<file path="src/rtl/rv32i_inst_encoder.sv">
// Packs an op descriptor (op, rd, rs1, rs2, imm) into an RV32I instruction word.
// Words stream out through one registered stage, each tagged with a running IMEM word address.
module rv32i_inst_encoder #(
    parameter int unsigned ADDR_W    = 14,
    parameter int unsigned BASE_ADDR = 0
) (
    input  logic              clk,
    input  logic              rst,
    input  logic              restart,
    input  logic              in_valid,
    output logic              in_ready,
    input  logic [5:0]        in_op,
    input  logic [4:0]        in_rd,
    input  logic [4:0]        in_rs1,
    input  logic [4:0]        in_rs2,
    input  logic [31:0]       in_imm,
    output logic              out_valid,
    input  logic              out_ready,
    output logic [31:0]       out_inst,
    output logic [ADDR_W-1:0] out_addr,
    output logic              out_err,
    output logic              err_sticky
);

    localparam logic [5:0] OP_LUI  = 6'd0,  OP_AUIPC = 6'd1,  OP_JAL  = 6'd2,  OP_JALR  = 6'd3;
    localparam logic [5:0] OP_BEQ  = 6'd4,  OP_BNE   = 6'd5,  OP_BLT  = 6'd6,  OP_BGE   = 6'd7;
    localparam logic [5:0] OP_BLTU = 6'd8,  OP_BGEU  = 6'd9;
    localparam logic [5:0] OP_SB   = 6'd10, OP_SH    = 6'd11, OP_SW   = 6'd12;
    localparam logic [5:0] OP_LB   = 6'd13, OP_LH    = 6'd14, OP_LW   = 6'd15;
    localparam logic [5:0] OP_LBU  = 6'd16, OP_LHU   = 6'd17;
    localparam logic [5:0] OP_ADDI = 6'd18, OP_SLTI  = 6'd19, OP_SLTIU = 6'd20, OP_XORI = 6'd21;
    localparam logic [5:0] OP_ORI  = 6'd22, OP_ANDI  = 6'd23, OP_SLLI  = 6'd24, OP_SRLI = 6'd25;
    localparam logic [5:0] OP_SRAI = 6'd26;
    localparam logic [5:0] OP_ADD  = 6'd27, OP_SUB   = 6'd28, OP_SLL  = 6'd29, OP_SLT   = 6'd30;
    localparam logic [5:0] OP_SLTU = 6'd31, OP_XOR   = 6'd32, OP_SRL  = 6'd33, OP_SRA   = 6'd34;
    localparam logic [5:0] OP_OR   = 6'd35, OP_AND   = 6'd36;

    localparam logic [31:0]       NOP  = 32'h0000_0013;
    localparam logic [ADDR_W-1:0] BASE = ADDR_W'(BASE_ADDR);

    logic [ADDR_W-1:0] cnt;
    logic [ADDR_W-1:0] load_addr;
    logic [31:0]       enc;
    logic              bad;
    logic [2:0]        f3;
    logic              xfer;
    logic              s12, s13, s21;

    assign in_ready  = !out_valid || out_ready;
    assign xfer      = in_valid && in_ready;
    assign load_addr = restart ? BASE : cnt;

    // Sign-range checks: every bit above the sign bit must copy it.
    assign s12 = (in_imm[31:11] == '0) || (in_imm[31:11] == '1);
    assign s13 = (in_imm[31:12] == '0) || (in_imm[31:12] == '1);
    assign s21 = (in_imm[31:20] == '0) || (in_imm[31:20] == '1);

    always_comb begin
        f3 = 3'b000;
        case (in_op)
            OP_BNE, OP_SH, OP_LH, OP_SLLI, OP_SLL:                   f3 = 3'b001;
            OP_SW, OP_LW, OP_SLTI, OP_SLT:                           f3 = 3'b010;
            OP_SLTIU, OP_SLTU:                                       f3 = 3'b011;
            OP_BLT, OP_LBU, OP_XORI, OP_XOR:                         f3 = 3'b100;
            OP_BGE, OP_LHU, OP_SRLI, OP_SRAI, OP_SRL, OP_SRA:        f3 = 3'b101;
            OP_BLTU, OP_ORI, OP_OR:                                  f3 = 3'b110;
            OP_BGEU, OP_ANDI, OP_AND:                                f3 = 3'b111;
            default:                                                 f3 = 3'b000;
        endcase
    end

    always_comb begin
        enc = NOP;
        bad = 1'b0;
        case (in_op)
            OP_LUI: begin
                enc = {in_imm[31:12], in_rd, 7'b0110111};
                bad = |in_imm[11:0];
            end
            OP_AUIPC: begin
                enc = {in_imm[31:12], in_rd, 7'b0010111};
                bad = |in_imm[11:0];
            end
            OP_JAL: begin
                enc = {in_imm[20], in_imm[10:1], in_imm[11], in_imm[19:12], in_rd, 7'b1101111};
                bad = !s21 || in_imm[0];
            end
            OP_JALR: begin
                enc = {in_imm[11:0], in_rs1, 3'b000, in_rd, 7'b1100111};
                bad = !s12;
            end
            OP_BEQ, OP_BNE, OP_BLT, OP_BGE, OP_BLTU, OP_BGEU: begin
                enc = {in_imm[12], in_imm[10:5], in_rs2, in_rs1, f3, in_imm[4:1], in_imm[11], 7'b1100011};
                bad = !s13 || in_imm[0];
            end
            OP_SB, OP_SH, OP_SW: begin
                enc = {in_imm[11:5], in_rs2, in_rs1, f3, in_imm[4:0], 7'b0100011};
                bad = !s12;
            end
            OP_LB, OP_LH, OP_LW, OP_LBU, OP_LHU: begin
                enc = {in_imm[11:0], in_rs1, f3, in_rd, 7'b0000011};
                bad = !s12;
            end
            OP_ADDI, OP_SLTI, OP_SLTIU, OP_XORI, OP_ORI, OP_ANDI: begin
                enc = {in_imm[11:0], in_rs1, f3, in_rd, 7'b0010011};
                bad = !s12;
            end
            OP_SLLI, OP_SRLI, OP_SRAI: begin
                enc = {1'b0, in_op == OP_SRAI, 5'b00000, in_imm[4:0], in_rs1, f3, in_rd, 7'b0010011};
                bad = |in_imm[31:5];
            end
            OP_ADD, OP_SUB, OP_SLL, OP_SLT, OP_SLTU, OP_XOR, OP_SRL, OP_SRA, OP_OR, OP_AND: begin
                enc = {1'b0, (in_op == OP_SUB) || (in_op == OP_SRA), 5'b00000,
                       in_rs2, in_rs1, f3, in_rd, 7'b0110011};
            end
            default: bad = 1'b1;
        endcase
        if (bad) enc = NOP;
    end

    always_ff @(posedge clk or posedge rst) begin
        if (rst) begin
            out_valid  <= 1'b0;
            out_inst   <= '0;
            out_addr   <= BASE;
            out_err    <= 1'b0;
            err_sticky <= 1'b0;
            cnt        <= BASE;
        end else begin
            if (xfer) begin
                out_valid <= 1'b1;
                out_inst  <= enc;
                out_addr  <= load_addr;
                out_err   <= bad;
            end else if (out_ready) begin
                out_valid <= 1'b0;
            end
            cnt        <= load_addr + ADDR_W'(xfer);
            err_sticky <= (restart ? 1'b0 : err_sticky) | (xfer & bad);
        end
    end

endmodule
</file>
<file path="config.mk">
export PLATFORM = sky130hd
export DESIGN_NAME = rv32i_inst_encoder
export DESIGN_NICKNAME = d
export VERILOG_FILES = /design/src/rtl/rv32i_inst_encoder.sv
export SDC_FILE = /design/constraint.sdc
export NUM_CORES = 1
export LEC_CHECK = 0
export ABC_AREA = 1
export BUFFER_PORTS_ARGS = -buffer_cell sky130_fd_sc_hd__buf_2
export CAP_MARGIN = 10
export CORE_UTILIZATION = 53
export DETAILED_ROUTE_END_ITERATION = 6
export PLACE_DENSITY = 0.83
export SETUP_SLACK_MARGIN = 0.4
export SLEW_MARGIN = 10
export SYNTH_ARGS = -nofsm -noshare
export SYNTH_HDL_FRONTEND = slang
export SYNTH_SLANG_ARGS = --single-unit
</file>
<file path="constraint.sdc">
create_clock -name clk -period 2.6 [get_ports clk]
set_input_delay 0.52 -clock clk [delete_from_list [all_inputs] [get_ports clk]]
set_output_delay 0.52 -clock clk [all_outputs]
set_load 0.02 [all_outputs]
</file>
==> out/summary.txt, run 1 <==
outcome: completed
Synth area leader: dfrtp_1
Critical Path AT: 2.29 ns
Fin. Hold Viols: 0
hold buffers post-CTS: 0
IO buf count: 107
Setup Viol. Count Final: 0
GR Overflow Total: 0
via count: 4284
register bit total from synthesis: 62
crit path capture type: flip-flop
fin crit share: 0.789
unrepaired setup endpoints after global routing: false
wire per inst: 14.4 µm
Core Rows: 31
pre-CTS WS: -0.0501 ns
kind of critical path: in2reg
Layout Nets: 760
Yosys cell types: 35
CP Max Fanout: 6
# clock sinks: 62
Via density: 5.36
Worst Setup SP: in_op[0]
reg-to-reg startpoint: out_valid
GRT Overall Usage: 0.300
Core ar.: 7250 µm²
Worst Max-Slew Pin Slew: 0.583 ns
Clock Skews: 0.0138 ns
Post-synth ARST share: 1.00
Post-synth EDFFs: 0
clk buf depth: 2
final setup TNS: 0 ns
Final GP Congestion: 0.939
syn nets: 645
clock latency on the worst-skew pair: 0.35 ns
first-iteration detailed-routing DRC count: 227
Die H: 88.9 µm
Peak supply drop: 0.336 mV
HPWL after DPL: 8730 µm
Synth Flop Type: dfrtp_1
Mapped Area: 4000 µm²
first-pass GRT wire length: 18000 µm
Worst Path Required: 2.84 ns
setup ws final: 0.548 ns
pwr dens: 501 nW/µm²
Synth Warn #: 0
initial antenna violation count: 1
# fillers: 637
synth-to-layout area growth: 25.6%
Hold Crit Class: in2async
number of global-route vias before repair: 3945
crit path capture: out_inst[30]
Clock Pin Slew Worst Setup and Hold Paths: 0.08 ns
layout cells sized above 1: 0.296
post-route ant nets: 0
Final Slew Violations: 0
flop2flop setup slack: 0.59 ns
Root Buffer: clkbuf_8
Inserted Clock Buffers: 9
headroom to the max-slew limit: 0.611
Final min period: 2.05 ns
Worst setup SP type: input pin
CTS H-tree depth: 3
sequential area share after synthesis: 0.388
worst reg2reg endpoint: cnt[12]
top post-synthesis cells by area: dfrtp_1 39%, nand2_1 23%, nor2_1 6.4%
Initial Util: 0.551
max_cap viols: 0
Achievable Freq: 487 MHz
Yosys top cell area share: 0.388
IO Count: 108
largest net degree at the start of global routing: 54
Die Wd: 88.9 µm
DRC: 0
DRT Wirelength: 11500 µm
drt pass-1 iters: 5
Cells after Synth: 579
die area: 7890 µm²
R2R cell count: 11
Syn Area/Cell: 6.90 µm²
leak pwr: 2.80 nW
CTS tree: built
==> cell type report <==
cell class / instances / area, µm² / share of cell area
Multi-Input combinational cell: 460 / 2330 / 0.464
Sequential cell: 62 / 1550 / 0.309
Timing Repair Buffer: 119 / 641 / 0.128
Inverter: 42 / 164 / 0.0327
Clock buffer: 10 / 138 / 0.0274
Tap cell: 99 / 124 / 0.0247
Clock inverter: 6 / 68.8 / 0.0137
Antenna cell: 1 / 2.50 / 0.000499
==> synthesized netlist by cell type, types with 4 or more instances <==
cell type	count
o21ai_0	23
nand4_1	6
ha_1	8
nand3_2	12
nor3_1	5
xnor2_1	6
xor2_1	6
nand2_1	240
a21oi_1	6
nand3_1	50
nor2_1	68
nand2_2	7
dfrtp_1	62
inv_1	36
buf_2	4
clkbuf_1	7
nor2_2	6
inv_2	5
==> timing repair <==
item                                    in CTS  in global routing
resized for setup                            3                 30
pin swaps                                    0                  5
buffers inserted                             0                  2
endpoints found under the setup margin      28                 34
==> sequential cells by signal, summed over array words and instances, names as in the netlist <==
name and flops:
out_addr 14, out_valid 1, err_sticky 1, out_inst 31, out_err 1, cnt 14
==> per-stage QoR <==
stage | util | std cells | hold slack [ns] | instance area, µm² | power [W]
final | 0.692 | 799 | 0.222 | 5020 | 0.00252
after global routing | 0.692 | 798 | 0.265 | 5020 | 0.00263
after CTS | 0.676 | 796 | 0.234 | 4900 | 0.00250
after detailed placement | 0.647 | 780 | 0.460 | 4690 | 0.00161
after global placement | 0.647 | 780 | 0.458 | 4690 | 0.00161
after floorplan | - | 579 | 0.529 | 4050 | 0.00142
==> where the power goes <==
part           internal, W  total [W]  switching (W)
Clock             0.000475   0.000888       0.000413
Combinational     0.000191   0.000587       0.000396
Sequential         0.00101    0.00104      0.0000274
Total              0.00168    0.00252       0.000836
==> layout by cell type, fill, tap and decap left out, types with 3 or more instances in the layout <==
cell type | Yosys | final
nand2_1 | 240 | 234
nand4_1 | 6 | 6
inv_1 | 36 | 29
nand3_1 | 50 | 48
nor2_1 | 68 | 58
nand3_2 | 12 | 13
o21ai_0 | 23 | 23
nand2_2 | 7 | 10
nor3_1 | 5 | 5
ha_2 | 0 | 3
xor2_1 | 6 | 6
nor2_4 | 2 | 4
nor2_2 | 6 | 14
clkbuf_8 | 0 | 10
buf_2 | 4 | 106
xnor2_1 | 6 | 6
inv_2 | 5 | 11
ha_1 | 8 | 3
nand2_4 | 1 | 4
dfrtp_1 | 62 | 62
buf_4 | 1 | 11
a21oi_1 | 6 | 6
==> logic make-up after synthesis <==
| group | synth area share |
|---|---|
| buf+inv | 0.0642 |
| fa+ha+maj | 0.0250 |
| simple gates | 0.449 |
| flops | 0.388 |
| xor+xnor | 0.0263 |
| compound gates | 0.0476 |
==> per-layer routing <==
layer  share of wire  global-route usage
met1            0.43               0.395
met2            0.46               0.481
met3           0.079              0.0634
met4           0.030               0.120
met5               0                   0
==> worst min-delay path by stage <==
stage	from	endpoint	depth (start not counted)
5_1_grt	rst	out_inst[19]	2
3_3_place_gp	out_inst[31]	out_inst[31]	2
6_report	rst	cnt[3]	2
2_1_floorplan	cnt[11]	cnt[12]	2
4_1_cts	rst	cnt[3]	2
3_5_place_dp	out_inst[14]	out_inst[14]	2
==> critical path, cell delays in order <==
cell and delay [ns]:
clkbuf_4 0.15, inv_2 0.08, ha_4 0.18, nor2_2 0.13, nand2_1 0.12, inv_1 0.11
nor2_4 0.05, nor2_2 0.12, nand2_2 0.10, nor2_4 0.15, buf_4 0.14, clkinvlp_4 0.15
nand2_1 0.09, nand3_1 0.06, nand3_1 0.08, nand2_1 0.06
No activity file was read; power rests on OpenSTA's default activity.
==> inputs of run 2 (changes only) <==
==> constraint.sdc (replaced) <==
create_clock -name clk -period 2 [get_ports clk]
set_input_delay 0.4 -clock clk [delete_from_list [all_inputs] [get_ports clk]]
set_output_delay 0.4 -clock clk [all_outputs]
set_load 0.02 [all_outputs]
==> run 2 against run 1 <==
Net effect: global-route usage grew 10 points; count of clock-buffer cells in the layout shrank 1; largest cell class unchanged; the run now ends with DRC, setup timing left; largest power group unchanged; critical endpoint is now cnt[12]; sequential share of layout area shrank 7.1 points.
==> out/summary.txt, run 2 (synthesized netlist as in run 1, its figures left out) <==
footprint of the multi-input gates: 2960 µm² (+27%)
headroom to the max-slew limit: 0.562 (-0.0490)
Core ar.: 7250 µm² (unchanged)
Worst Max-Slew Pin Slew: 0.657 ns (+0.0743 ns)
post-layout utilization of the core: 0.899 (+0.206)
Root Buffer: clkbuf_8
Sw Pwr: 0.00139 W (+67%)
Layout Nets: 843 (+11%)
Die Wd: 88.9 µm (unchanged)
number of global-route vias before repair: 4769 (+21%)
layout cells sized above 1: 0.510 (+0.214)
initial antenna violation count: 1 (unchanged)
Final GP Congestion: 0.986 (+4.9%)
largest reg by FF count: out_inst
Final min period: 2.09 ns
antenna fix cells: 0 (-1)
Clk pwr share: 0.334 (-0.019)
Clock Pin Slew Worst Setup and Hold Paths: 0.09 ns (about the same)
worst hold margin: 0.114 ns (-0.108 ns)
CP max stage delay: 0.44 ns (+0.26 ns)
Hold Crit Class: in2async
Initial Util: 0.551 (unchanged)
via count: 5400 (+26%)
crit path capture type: flip-flop
sequential cell area: 1550 µm² (about the same)
sequential share of power: 0.350 (-0.064)
violated checks: DRC, setup timing
Worst Path Required: 2.25 ns (-0.59 ns)
R2R cell count: 12 (+1)
Clock Skews: 0.0153 ns (+0.00143 ns)
CTS tree: built
fin crit share: 1.04
wire per inst: 21.6 µm (+51%)
clock latency on the worst-skew pair: 0.36 ns (about the same)
Top Registers: out_inst: 31 flops, cnt: 14 flops, out_addr: 14 flops
reg-to-reg startpoint: out_valid
switch share: 0.356 (+0.0241)
max_cap viols: 0 (unchanged)
Final Slew Violations: 0 (unchanged)
worst reg2reg endpoint: cnt[12]
Critical Path AT: 2.34 ns (+0.05 ns)
Achievable Freq: 479 MHz
pwr dens: 599 nW/µm² (+20%)
outcome: finished, violations left
Core Rows: 31 (unchanged)
Fin. Hold Viols: 0 (unchanged)
synth-to-layout area growth: 63.0%
GR Overflow Total: 0 (unchanged)
post-route ant nets: 0 (unchanged)
IO Count: 108 (unchanged)
Crit-path slowest cell: dfrtp_2
Setup Viol. Count Final: 1 (+1)
Peak supply drop: 0.414 mV (+23%)
pre-CTS WS: -0.306 ns (-0.256 ns)
leak pwr: 3.46 nW (+24%)
HPWL after DPL: 10100 µm (+15%)
Int Power: 0.00251 W (+50%)
kind of critical path: reg2reg
final setup TNS: -0.0877 ns (-0.0877 ns)
PnR Total Power: 0.00391 W (+55%)
drt pass-1 iters: 7 (+2)
flop2flop setup slack: -0.09 ns (-0.68 ns)
setup ws final: -0.0877 ns (-0.635 ns)
# fillers: 325 (-49%)
largest net degree at the start of global routing: 63 (+17%)
Die H: 88.9 µm (unchanged)
DRC: 2 (+2)
first-pass GRT wire length: 23400 µm (+30%)
Worst setup SP type: flip-flop
unrepaired setup endpoints after global routing: true
commonest non-fill, non-tap cells in the layout: 192 x nand2_1, 104 x buf_2, 73 x buf_4
CP Max Fanout: 2 (-4)
Worst Setup SP: out_valid
IO buf count: 107 (unchanged)
leading cell type in the layout, fill and taps excluded: nand2_1
GRT Overall Usage: 0.402 (+0.102)
Combinational Power Share: 0.317 (+0.084)
crit path cell chain: nand2_4 -> nand2_4 -> inv_4 -> ha_4 -> buf_12 -> ha_4 -> inv_4 -> nor3_4 -> nand3_2 -> nor4_4 -> nand3_1 -> xor2_1
# clock sinks: 62 (unchanged)
DRT Wirelength: 19100 µm (+66%)
clk buf depth: 2 (unchanged)
crit path capture: cnt[12]
max reg flops: 31 (unchanged)
Via density: 6.13 (+14%)
first-iteration detailed-routing DRC count: 549 (+140%)
Inserted Clock Buffers: 9 (unchanged)
CTS H-tree depth: 3 (unchanged)
die area: 7890 µm² (unchanged)
run 2: changes by cell type in the layout (fill, tap and decap cells not counted), sizes merged:
cell	delta
diode	-1
buf	+84
clkbuf	-2
inv	-2
clkinvlp	+2
bufinv	+1
run 2: timing repair:
action | in CTS | in global routing
pin swaps | 41 | 69
hold buffers | 0 | 0
buffers inserted | 19 | 9
cloned | 2 | 0
endpoints found under the setup margin | 39 | 41
gates resized for setup | 64 | 98
run 2: per-stage QoR:
step	area [µm²]	instances
detailed placement	5360	835
CTS	6070	872
global placement	5360	835
global route	6520	881
finish	6520	881
floorplan	4280	579
run 2: area by class of cell:
type / instances / share of cell area
multi-input combinational: 460 / 0.454
sequential: 62 / 0.238
timing repair buffer: 202 / 0.224
inverter: 42 / 0.0307
clock buffer: 9 / 0.0190
tap: 99 / 0.0190
clock inverter: 7 / 0.0150
run 2: worst min-delay path by stage:
stage	depth (start not counted)	slack [ns]	endpoint	start
after floorplan	1	0.52	cnt[0]	rst
after global placement	2	0.46	out_inst[2]	out_inst[2]
after detailed placement	2	0.46	out_inst[15]	out_inst[15]
after CTS	3	0.15	out_inst[28]	rst
after global routing	3	0.16	out_addr[9]	rst
final	3	0.11	cnt[4]	rst
run 2: power by group through the flow:
stage / combinational (W) / sequential [W] / clock (W)
2_1_floorplan: 0.000452 / 0.00145 / 0
5_1_grt: 0.00130 / 0.00137 / 0.00133
3_5_place_dp: 0.000884 / 0.00138 / 0
4_1_cts: 0.00107 / 0.00136 / 0.00125
6_report: 0.00124 / 0.00137 / 0.00130
3_3_place_gp: 0.000867 / 0.00138 / 0
run 2: critical path, delay by kind of cell (launching register included):
family / cells / cell delay (ns)
XOR/XNOR: 1 / 0.18
AND/OR/NAND/NOR: 6 / 0.87
flip-flops: 1 / 0.44
adder cells (fa/ha/maj): 2 / 0.29
buffers and inverters: 3 / 0.21
run 2: layer usage:
layer | wire length, µm | up-vias | global-route usage
met5 | 49 | - | 0
met4 | 1440 | 4 | 0.218
met3 | 2340 | 150 | 0.101
met2 | 8930 | 517 | 0.673
met1 | 6300 | 2498 | 0.474
li1 | - | 2231 | -
==> inputs of run 3 (changes only) <==
--- a/config.mk
+++ b/config.mk
@@ -8,6 +8,7 @@
 export ABC_AREA = 1
 export BUFFER_PORTS_ARGS = -buffer_cell sky130_fd_sc_hd__buf_2
 export CAP_MARGIN = 10
+export CORE_ASPECT_RATIO = 1.5
 export CORE_UTILIZATION = 53
 export DETAILED_ROUTE_END_ITERATION = 6
 export PLACE_DENSITY = 0.83
==> run 3 against run 2 <==
Net effect: the run ends with setup timing left; sequential share of layout area rose by 0.56 points; final cell count increased by 1.6%; global-route usage shrank 0.42 points; worst setup slack improved by 0.064 ns; sequential cell count unchanged; total power shrank 11%; first-iteration DRC count is 15% lower; register-to-register slack improved by 0.06 ns; non-clock buffer count increased by 13; critical path depth is the same; clock skew shrank 0.0080 ns; critical endpoint is now cnt[13]; largest power group unchanged; highest routed layer is now met4.
==> out/summary.txt, run 3 (synthesized netlist as in run 1, its figures left out) <==
outcome: finished, violations left
violated checks: setup timing
Final GP Congestion: 1.02 (+3.0%)
Initial Util: 0.550 (-0.00161)
Worst Path Required: 2.28 ns (+0.03 ns)
unrepaired setup endpoints after global routing: true
via count: 5187 (-3.9%)
drt pass-1 iters: 5 (-2)
die area: 7900 µm² (about the same)
Achievable Freq: 494 MHz (+3.2%)
Clock Pin Slew Worst Setup and Hold Paths: 0.07 ns (-0.02 ns)
delay-heaviest family, CP: simple AND/OR/NAND/NOR gates
# fillers: 379 (+17%)
CP max stage delay: 0.43 ns (about the same)
crit path capture: cnt[13]
Root Buffer: clkbuf_8
CP Max Fanout: 2 (unchanged)
Hold Crit Class: in2async
Die H: 108 µm (+22%)
Final Slew Violations: 0 (unchanged)
Layout Nets: 856 (+1.5%)
clock latency on the worst-skew pair: 0.37 ns (about the same)
setup ws final: -0.0236 ns (+0.0641 ns)
Crit-path slowest cell: dfrtp_2
initial antenna violation count: 1 (unchanged)
IO buf count: 107 (unchanged)
Setup Viol. Count Final: 1 (unchanged)
Levels on crit path: 12 (unchanged)
crit path cell chain: nand2_4 -> nand2_4 -> inv_4 -> ha_4 -> nand2_2 -> nor2_2 -> nand4_1 -> nor2_2 -> nand3_2 -> nor2_4 -> nand2_4 -> xnor2_1
CTS H-tree depth: 3 (unchanged)
CTS tree: built
hold buffers post-CTS: 0 (unchanged)
worst reg2reg endpoint: cnt[13]
crit path capture type: flip-flop
wire per inst: 19.1 µm (-12%)
DRT Wirelength: 17100 µm (-10%)
largest reg by FF count: out_inst
layout cells sized above 1: 0.477 (-0.0329)
Peak supply drop: 0.357 mV (-14%)
Final min period: 2.02 ns (-0.0641 ns)
Worst setup SP type: flip-flop
leading cell type in the layout, fill and taps excluded: nand2_1
Core Rows: 38 (+23%)
headroom to the max-slew limit: 0.636 (+0.0737)
Buffers & Inverters on Critical Path: 1 (-2)
R2R cell count: 12 (unchanged)
post-route ant nets: 0 (unchanged)
max_cap viols: 0 (unchanged)
Layout Cells excl Fill: 895 (+1.6%)
Critical Path AT: 2.30 ns (-0.04 ns)
leak pwr: 3.43 nW (-1.0%)
Clock Skews: 0.00725 ns (-0.00800 ns)
fin area: 6370 µm² (-2.3%)
Worst Max-Slew Pin Slew: 0.547 ns (-0.111 ns)
DP Area: 5440 µm² (+1.5%)
Inserted Clock Buffers: 9 (unchanged)
# clock sinks: 62 (unchanged)
Inst Count DP: 845 (+1.2%)
pwr dens: 548 nW/µm² (-8.5%)
number of global-route vias before repair: 4906 (+2.9%)
kind of critical path: reg2reg
clk buf depth: 2 (unchanged)
first-pass GRT wire length: 23200 µm (-0.89%)
DRC: 0 (-2)
reg-to-reg startpoint: out_valid
GR Overflow Total: 0 (unchanged)
Via density: 5.80 (-5.4%)
Worst Setup SP: out_valid
Top Registers: out_inst: 31 flops, cnt: 14 flops, out_addr: 14 flops
first-iteration detailed-routing DRC count: 465 (-15%)
HPWL after DPL: 10500 µm (+3.9%)
max reg flops: 31 (unchanged)
GRT Overall Usage: 0.398 (-0.00421)
flop2flop setup slack: -0.02 ns (+0.06 ns)
cell mode on critical path: nand2_4
fin crit share: 1.01 (-0.0321)
IO Count: 108 (unchanged)
largest net degree at the start of global routing: 54 (-14%)
commonest non-fill, non-tap cells in the layout: 210 x nand2_1, 102 x buf_2, 87 x buf_4
Die Wd: 72.9 µm (-18%)
Fin. Hold Viols: 0 (unchanged)
Core ar.: 7270 µm² (+0.29%)
final setup TNS: -0.0236 ns (+0.0641 ns)
PnR Total Power: 0.00349 W (-11%)
synth-to-layout area growth: 59.3%
## run 3: cell types whose count changed in the layout (fill, tap and decap cells not counted), sizes merged
| cell | change |
|---|---|
| buf | +12 |
| bufinv | -2 |
| clkbuf | +2 |
| clkinv | +2 |
| clkinvlp | -2 |
| diode | +1 |
## run 3: where the power goes
part           switching (W)  internal (W)  leakage (nW)
sequential         0.0000442       0.00132         0.840
clock               0.000527      0.000433        0.0817
combinational       0.000696      0.000472          2.51
## run 3: how the worst min path moves through the flow
| stage | start | endpoint | depth (start not counted) |
|---|---|---|---|
| finish | rst | out_addr[8] | 2 |
| global route | rst | out_inst[6] | 2 |
| CTS | rst | out_inst[25] | 2 |
| detailed placement | rst | out_addr[8] | 2 |
| global placement | rst | out_addr[8] | 2 |
| floorplan | rst | cnt[0] | 1 |
## run 3: per-layer routing
metal | GRT usage | share of wire
met3 | 0.0634 | 0.067
met2 | 0.768 | 0.52
met1 | 0.361 | 0.31
met5 | 0 | 0
met4 | 0.294 | 0.099
## run 3: final cells by class
type	count	area, µm²	area share
Timing Repair Buffer	215	1540	0.242
Tap cell	100	125	0.0197
Sequential cell	62	1550	0.244
Multi-Input combinational cell	460	2800	0.439
Clock inverter	5	27.5	0.00432
Inverter	42	196	0.0309
Antenna cell	1	2.50	0.000393
Clock buffer	10	128	0.0200
## run 3: stage by stage
stage          hold WS (ns)  worst slack, ns  utilization
4_1_cts              0.0834            0.144        0.839
2_1_floorplan         0.519          -0.0482            -
6_report             0.0639          -0.0236        0.875
3_3_place_gp          0.436           -0.214        0.748
3_5_place_dp          0.441           -0.263        0.748
5_1_grt              0.0757          -0.0499        0.875
## run 3: timing repair
item / CTS / global route
setup endpoints to repair: 40 / 43
resized for setup: 76 / 51
pin swaps: 46 / 27
endpoints found under the hold margin: 0 / 0
setup buffers: 22 / 10
cloned: 2 / 0
